**config.mk**
```make
export PLATFORM = sky130hd
export DESIGN_NAME = ctrl_seq
export DESIGN_NICKNAME = d
export VERILOG_FILES = /design/src/rtl/ctrl_seq.sv
export SDC_FILE = /design/constraint.sdc
export NUM_CORES = 1
export LEC_CHECK = 0
export ABC_AREA = 1
export BUFFER_PORTS_ARGS = -buffer_cell sky130_fd_sc_hd__buf_2
export CORE_UTILIZATION = 30
export CTS_BUF_LIST = sky130_fd_sc_hd__clkbuf_4 sky130_fd_sc_hd__clkbuf_8
export DETAILED_ROUTE_END_ITERATION = 10
export GPL_ROUTABILITY_DRIVEN = 0
export PLACE_DENSITY = 0.53
export SLEW_MARGIN = 20
export SYNTH_ARGS = -nofsm -noshare
export SYNTH_HDL_FRONTEND = slang
export SYNTH_SLANG_ARGS = --single-unit
```
**constraint.sdc**
```tcl
create_clock -name clk -period 1.5 [get_ports clk]
set_input_delay 0.075 -clock clk [delete_from_list [all_inputs] [get_ports clk]]
set_output_delay 0.075 -clock clk [all_outputs]
set_load 0.005 [all_outputs]
```
**src/rtl/ctrl_seq.sv**
```systemverilog
// ----------------------------------------------------------------------------
// ctrl_seq -- registered, sequenced instruction-control decoder.
//
// Takes opcode/op_ext words from fetch through a valid/ready handshake and
// presents a registered control bundle to execute one cycle later. Issue
// stalls are inserted after control transfers and memory ops, a sticky
// HALTED state is entered on HALT, and output handshakes are counted.
//
// Ports:
//   clk, rst                 rising-edge clock, async active-high reset
//   in_valid / in_ready      upstream handshake
//   in_opcode, in_op_ext     instruction word
//   flush                    drop held bundle and any pending stall
//   resume                   one-cycle pulse that leaves HALTED
//   out_valid / out_ready    downstream handshake
//   dec_*                    registered control bundle
//   halted                   state is HALTED
//   retired                  count of output handshakes (wraps)
// ----------------------------------------------------------------------------
module ctrl_seq #(
   parameter int EXT_W      = 2,
   parameter int BR_BUBBLES = 2,
   parameter int MEM_LAT    = 3,
   parameter int CNT_W      = 16
) (
   input  logic               clk,
   input  logic               rst,
   input  logic               in_valid,
   output logic               in_ready,
   input  logic [4:0]         in_opcode,
   input  logic [EXT_W-1:0]   in_op_ext,
   input  logic               flush,
   input  logic               resume,
   output logic               out_valid,
   input  logic               out_ready,
   output logic [2:0]         dec_class,
   output logic [1:0]         dec_cond,
   output logic               dec_jump_reg,
   output logic [EXT_W+2:0]   dec_alu_func,
   output logic               dec_reg_write,
   output logic               dec_mem_read,
   output logic               dec_mem_write,
   output logic               halted,
   output logic [CNT_W-1:0]   retired
);

   typedef enum logic [2:0] {
      CLS_NOP, CLS_HALT, CLS_JUMP, CLS_BRANCH,
      CLS_ALU_RR, CLS_ALU_IMM, CLS_LOAD, CLS_STORE
   } cls_e;

   typedef enum logic [1:0] {ST_RUN, ST_STALL, ST_HALTED} state_e;

   typedef struct packed {
      cls_e               cls;
      logic [1:0]         cond;
      logic               jump_reg;
      logic [EXT_W+2:0]   alu_func;
      logic               reg_write;
      logic               mem_read;
      logic               mem_write;
   } bundle_t;

   // The stall counter only ever holds N-1, so log2 of the larger bubble
   // count is enough bits.
   localparam int STALL_MAX = (BR_BUBBLES > MEM_LAT) ? BR_BUBBLES : MEM_LAT;
   localparam int SC_W      = (STALL_MAX > 1) ? $clog2(STALL_MAX) : 1;
   localparam logic [SC_W-1:0] BR_INIT  = SC_W'((BR_BUBBLES > 0) ? BR_BUBBLES - 1 : 0);
   localparam logic [SC_W-1:0] MEM_INIT = SC_W'((MEM_LAT > 0) ? MEM_LAT - 1 : 0);

   state_e            state_q, state_d;
   logic [SC_W-1:0]   cnt_q, cnt_d;
   logic              out_valid_q, out_valid_d;
   bundle_t           bundle_q, bundle_d;
   logic [CNT_W-1:0]  retired_q, retired_d;

   bundle_t           dec_w;
   logic              accept;
   logic              out_hs;

   // Pure decode of the incoming word; only ever sampled into bundle_q,
   // so there is no combinational path from in_opcode to an output.
   // NOTE: every field gets a default before the case so no path leaves a
   // value unassigned, which would otherwise infer a latch.
   always_comb begin
      dec_w = '0;
      unique case (in_opcode[4:3])
         2'b00: begin
            if (in_opcode[2]) begin
               dec_w.cls      = CLS_JUMP;
               dec_w.jump_reg = in_opcode[0];
            end else if (in_opcode[2:0] == 3'b000) begin
               dec_w.cls = CLS_HALT;
            end
         end
         2'b01: begin
            if (in_opcode[2]) begin
               dec_w.cls  = CLS_BRANCH;
               dec_w.cond = in_opcode[1:0];
            end else begin
               dec_w.cls       = CLS_ALU_IMM;
               dec_w.alu_func  = {{EXT_W{1'b0}}, in_opcode[2:0]};
               dec_w.reg_write = 1'b1;
            end
         end
         2'b10: begin
            if (in_opcode[2:0] == 3'b000) begin
               dec_w.cls       = CLS_LOAD;
               dec_w.reg_write = 1'b1;
               dec_w.mem_read  = 1'b1;
            end else if (in_opcode[2:0] == 3'b001) begin
               dec_w.cls       = CLS_STORE;
               dec_w.mem_write = 1'b1;
            end else begin
               dec_w.cls       = CLS_ALU_IMM;
               dec_w.alu_func  = {{EXT_W{1'b0}}, in_opcode[2:0]};
               dec_w.reg_write = 1'b1;
            end
         end
         default: begin
            dec_w.cls       = CLS_ALU_RR;
            dec_w.alu_func  = {in_op_ext, in_opcode[2:0]};
            dec_w.reg_write = 1'b1;
         end
      endcase
   end

   assign in_ready = (state_q == ST_RUN) && !flush && (!out_valid_q || out_ready);
   assign accept   = in_valid && in_ready;
   assign out_hs   = out_valid_q && out_ready;

   always_comb begin
      state_d     = state_q;
      cnt_d       = cnt_q;
      out_valid_d = out_valid_q;
      bundle_d    = bundle_q;
      // A bundle dropped by flush was never delivered, so it is not retired.
      retired_d   = (out_hs && !flush) ? retired_q + CNT_W'(1) : retired_q;

      if (flush) begin
         // in_ready is low under flush, so no accept can happen here.
         out_valid_d = 1'b0;
         cnt_d       = '0;
         if (state_q == ST_STALL || (state_q == ST_HALTED && resume)) begin
            state_d = ST_RUN;
         end
      end else begin
         if (accept) begin
            out_valid_d = 1'b1;
            bundle_d    = dec_w;
         end else if (out_hs) begin
            out_valid_d = 1'b0;
         end

         unique case (state_q)
            ST_RUN: begin
               if (accept) begin
                  if ((dec_w.cls == CLS_JUMP || dec_w.cls == CLS_BRANCH) && BR_BUBBLES > 0) begin
                     state_d = ST_STALL;
                     cnt_d   = BR_INIT;
                  end else if ((dec_w.cls == CLS_LOAD || dec_w.cls == CLS_STORE) && MEM_LAT > 0) begin
                     state_d = ST_STALL;
                     cnt_d   = MEM_INIT;
                  end else if (dec_w.cls == CLS_HALT) begin
                     state_d = ST_HALTED;
                  end
               end
            end
            ST_STALL: begin
               if (cnt_q == '0) state_d = ST_RUN;
               else             cnt_d   = cnt_q - SC_W'(1);
            end
            ST_HALTED: begin
               if (resume) state_d = ST_RUN;
            end
            default: state_d = ST_RUN;
         endcase
      end
   end

   // NOTE: state registers use non-blocking assignment so every flop samples
   // the pre-edge value of every other flop.
   always_ff @(posedge clk or posedge rst) begin
      if (rst) begin
         state_q     <= ST_RUN;
         cnt_q       <= '0;
         out_valid_q <= 1'b0;
         bundle_q    <= '0;
         retired_q   <= '0;
      end else begin
         state_q     <= state_d;
         cnt_q       <= cnt_d;
         out_valid_q <= out_valid_d;
         bundle_q    <= bundle_d;
         retired_q   <= retired_d;
      end
   end

   assign out_valid     = out_valid_q;
   assign dec_class     = bundle_q.cls;
   assign dec_cond      = bundle_q.cond;
   assign dec_jump_reg  = bundle_q.jump_reg;
   assign dec_alu_func  = bundle_q.alu_func;
   assign dec_reg_write = bundle_q.reg_write;
   assign dec_mem_read  = bundle_q.mem_read;
   assign dec_mem_write = bundle_q.mem_write;
   assign halted        = (state_q == ST_HALTED);
   assign retired       = retired_q;

endmodule

```
## Yosys cells after proc, flatten, opt, wreduce, memory -nomap -nowiden

Index checks and enable logic that the tools add are counted.

- Output and inout port bits: 33
- Word-level logic and storage cells: 89
- Register bits after elaboration: 35

- Reduce and logical (&&, ||, !) cells: 21
- Equal/unequal tests: 17
- Bitwise operators: 1
- Muxes and demuxes: 37
- Add/subtract/negate cells: 2

Operator list:

| cell | count |
|---|---|
| 2-to-1 mux 2 bit | 17 |
| case mux 6 bit (3 select lines) | 1 |
| adder 16 x 1 -> 16 bit, second input constant | 1 |
| 2-to-1 mux 3 bit | 5 |
| 2-to-1 mux 1 bit | 10 |
| inequality test 3 bit, second input constant | 3 |
| case mux 3 bit (3 select lines) | 1 |
| == test 3 x 1 -> 1 bit, second input constant | 2 |
| == test 3 x 2 -> 1 bit, second input constant | 2 |
| == test 3 bit, second input constant | 2 |
| logical AND 1 bit | 6 |
| logical NOT 2 bit | 3 |
| case mux 2 bit (3 select lines) | 1 |
| nonzero test 3 bit | 2 |
| inequality test 5 x 2 -> 1 bit, second input constant | 1 |
| AND reduction 5 bit | 1 |
| == test 2 x 1 -> 1 bit, second input constant | 2 |
| == test 2 bit, second input constant | 2 |
| logical OR 1 bit | 4 |
| 2-to-1 mux 4 bit | 1 |
| inequality test 4 x 2 -> 1 bit, second input constant | 1 |
| case mux 2 bit (2 select lines) | 1 |
| AND reduction 4 bit | 1 |
| logical NOT 3 bit | 1 |
| 6 further kinds | 7 |

## Depth between registers and ports, before layout

- Depth in word-level cells: 11
- Mapped depth: 9
- Mapped depth without buffers: 9

## Worst setup path before layout

No wires, ideal clock.

- Path kind: register to register
- From: register retired_q[0], in the netlist retired[0]
- To: register retired_q[6], in the netlist retired[6]
- Clock period less this slack: 1.297 ns
- Setup time: 0.118 ns
- Slack: 0.203 ns
- Buffers on the path: 0
- Stages on the path, launching flop included: 8
- Arrival time: 1.179 ns
- Cells stage by stage: dfrtp_1 -> ha_1 -> inv_1 -> nor2_1 -> nand2_4 -> nor2_2 -> xnor2_1 -> inv_1

- Word-level cells in the longest chain between the ends: 1

RTL lines:

| item | line | text |
|---|---|---|
| from (decl) | 75 | `logic [CNT_W-1:0] retired_q, retired_d;` |
| from (signal assigned) | 195 | `retired_q <= retired_d;` |
| adder 16 x 1 -> 16 bit | 138 | `retired_d = (out_hs && !flush) ? retired_q + CNT_W'(1) : retired_q;` |

Every way passes these cells.
A chain may end at the register's enable or synchronous reset.

## Worst setup path after layout

- From: register state_q[1]
- To: register bundle_q (netlist bit dec_mem_read)

- Word-level cells in the longest chain between the ends: 5

RTL lines:

| item | line | text |
|---|---|---|
| from (decl) | 71 | `state_e state_q, state_d;` |
| from (signal assigned) | 191 | `state_q <= state_d;` |
| logical NOT 2 bit | 128 | `assign in_ready = (state_q == ST_RUN) && !flush && (!out_valid_q \|\| out_ready);` |
| logical AND 1 bit (2 in a row) | 128 |  |
| logical AND 1 bit | 129 | `assign accept = in_valid && in_ready;` |
| AND reduction 2 bit (no line) | -- |  |
| to (signal assigned) | 194 | `bundle_q <= bundle_d;` |
| to (decl) | 74 | `bundle_t bundle_q, bundle_d;` |

Every way passes these cells.

==> metrics <==
first-pass GRT wire length between 7 and 8 mm; Most Frequent Cell on Critical Path nand2_4; final hold vios 0; drt pass-1 iters 4; worst slew pin tran between 0.4 and 0.5 ns; number of antenna violations at the first check in global routing 0; I/O pin count 46; crit-path cells nor2_4, nand2_4, nor2_2, nand2_4, o31ai_1; Final min period 1.347 ns; Cells after Synth 245; antenna-violating nets left 0; share of post-route cells with drive strength above 1 about a quarter; grt ovf 0; WHS Path Cells 3; port bufs 45; nets 315; status completed; n_diodes 0; Setup Crit Path Kind reg -> reg; Post-Layout Cell Count approximately 370; flops & latches, synth 35; Die ar. approximately 6700 µm²; CTS Buffer Depth 2; vias in the first global route between 1500 and 2000; setup slack after layout ~0.15 ns; Synth Cell Area approximately 1900 µm²; post-synth top area share between 40% and 50%; DRC 0; area delta synth->final 22.20%; root buf cell clkbuf_8; HP Start in_op_ext[0]; max reg flops 16; Final Skew just over 0.005 ns; CTS Sinks 35; largest net degree at the start of global routing 36; via count 1656; Leak around 1.2 nW; power per cell area 1066 nW/µm²; worst path required time 1.68 ns; row cnt 28; Routed wire per std cell between 10 and 15 µm; Starting Density between 30% and 40%; largest stage delay on the critical path 0.44 ns; Worst Path Buf+Inv 0; HPWL reported at the end of detailed placement between 3 and 4 mm; Die Wd 81.81 µm; CP delay by family, top simple AND/OR/NAND/NOR gates; reg2reg end dec_mem_read$_DFFE_PP0P_; total of max-cap violations 0; Iteration-0 DRC Markers 32; Ys Warns 0; r2r worst-path depth 5; Post-Place Setup Slack about 0.056 ns; top cells by area in the synthesized netlist dfrtp_1 46%, nand2_1 15%, inv_1 6.5%, nor2_1 5.3%, nand3_1 3.9%; hold path endpoint dec_alu_func[3]$_DFFE_PP0P_; post-synthesis sequential area ratio between 40% and 50%; fill cell count between 600 and 700; Worst Hold Class in -> reg; H-tree Lvls 2; fraction of the cycle the final worst path needs between 80 and 90%; gr usage total around 14%; largest fanout on the critical path 22; CTS Buf Count 5; setup violators final 0; postcts setup bufs 0; Post-Syn Area per Cell approximately 7.8 µm²; max frequency roughly 740 MHz; endpoint type of the worst setup path flip-flop; Tot Pwr 2.489 mW; setup_tns 0 ns; CTS tree yes; Routed WL ~4.2 mm; RSZ-0062 raised after global routing false; clk slew on worst S/H paths approximately 0.060 ns; peak supply drop around 0.00054 V; flop2flop setup slack approximately 0.15 ns; DP Cell Count roughly 370; worst path arrival time 1.53 ns; synth unique cells 27; Yosys top cell by area dfrtp_1; reg-to-reg critical path startpoint state_q[1]$_DFFE_PP0P_; vias per inst between 4 and 5; Worst-Skew Late Latency roughly 0.28 ns; syn_nets 260; Die Y ~82 µm; CP max-delay cell dfrtp_1; Worst slew margin between 60 and 70%; CP startpoint kind flip-flop; Core Region roughly 6000 µm²; fin. max-slew vios 0
[through the flow]
stage	utilization, %	area, µm²	hold slack [ns]
5_1_grt	38.75	2335	0.06334
3_5_place_dp	37.19	2241	0.2149
2_1_floorplan	-	1911	0.1823
4_1_cts	38.62	2327	0.03590
3_3_place_gp	37.19	2241	0.2058
6_report	38.75	2335	0.04764
[where the power goes]
group          switching [mW]  internal, mW  total [mW]
sequential              0.136          1.09        1.23
clock                   0.315         0.327       0.642
combinational           0.349         0.266       0.615
[synthesized netlist by cell type]
library cell and number:
a21oi_1 2, a31oi_1 1, buf_4 1, buf_6 1, dfrtp_1 35, ha_1 2
inv_1 33, inv_2 1, nand2_1 78, nand2_2 2, nand2_4 3, nand3_1 15
nand3_4 1, nand4_1 2, nor2_1 27, nor2_2 4, nor2_4 3, nor3_1 1
nor3_2 1, nor3_4 1, o211ai_1 1, o21ai_0 9, o21ai_1 7, o31ai_1 2
o31ai_2 1, xnor2_1 6, xor2_1 5
[worst max path at each step]
stage / startpoint / endpoint / depth (start not counted)
floorplan: retired[0]$_DFFE_PP0P_ / retired[6]$_DFFE_PP0P_ / 7
global placement: retired[1]$_DFFE_PP0P_ / retired[6]$_DFFE_PP0P_ / 7
detailed placement: state_q[1]$_DFFE_PP0P_ / dec_alu_func[2]$_DFFE_PP0P_ / 5
CTS: state_q[1]$_DFFE_PP0P_ / dec_mem_read$_DFFE_PP0P_ / 5
global route: state_q[1]$_DFFE_PP0P_ / dec_alu_func[2]$_DFFE_PP0P_ / 5
finish: state_q[1]$_DFFE_PP0P_ / dec_mem_read$_DFFE_PP0P_ / 5
[layout by cell type (no fill, tap or decap), types with 6 or more instances in the layout]
cell,synthesis,final
nand2_1,78,78
buf_2,0,45
dfrtp_1,35,35
inv_1,33,33
nor2_1,27,26
nand3_1,15,15
o21ai_0,9,9
o21ai_1,7,7
xnor2_1,6,6
[layer usage]
metal	vias to the layer above	global-route usage, %	wire length, µm
li1	867	-	-
met1	749	17.05	2016
met2	36	23.64	1984
met3	4	3.778	186
met4	0	5.263	36
met5	-	0	0
[timing repair]
| action | in CTS | in global routing |
|---|---|---|
| gates resized for setup | 0 | 2 |
| hold endpoints to repair | 35 | 0 |
| hold buffers | 1 | 0 |
| endpoints found under the setup margin | 0 | 7 |
[tightest hold or removal path, stage by stage]
cell	delay, ns
buf_2	0.10
nand2_1	0.05
o21ai_1	0.06
[cell families (layout without fill, tap and decap cells)]
kind of cell               count (synthesis)  after routing  synth area share (%)
DFF                                       35             35                 45.84
xor gates and xnor gates                  11             11                 5.042
and+or+nand+nor                          138            138                 33.27
adders and majority gates                  2              2                 1.310
AOI/OAI and AO/OA                         23             23                 6.876
buffers and inverters                     36             90                 7.662
[final cells by class]
class / count / area, µm² / area share (%)
well taps: 75 / 93.84 / 4.019
flip-flops and latches: 35 / 875.8 / 37.51
repair buffers: 50 / 265.3 / 11.36
inverters: 34 / 127.6 / 5.466
clock buffers: 6 / 76.32 / 3.269
multi-input cells: 174 / 895.9 / 38.37
Note: power is estimated with default switching activity, not from simulation.
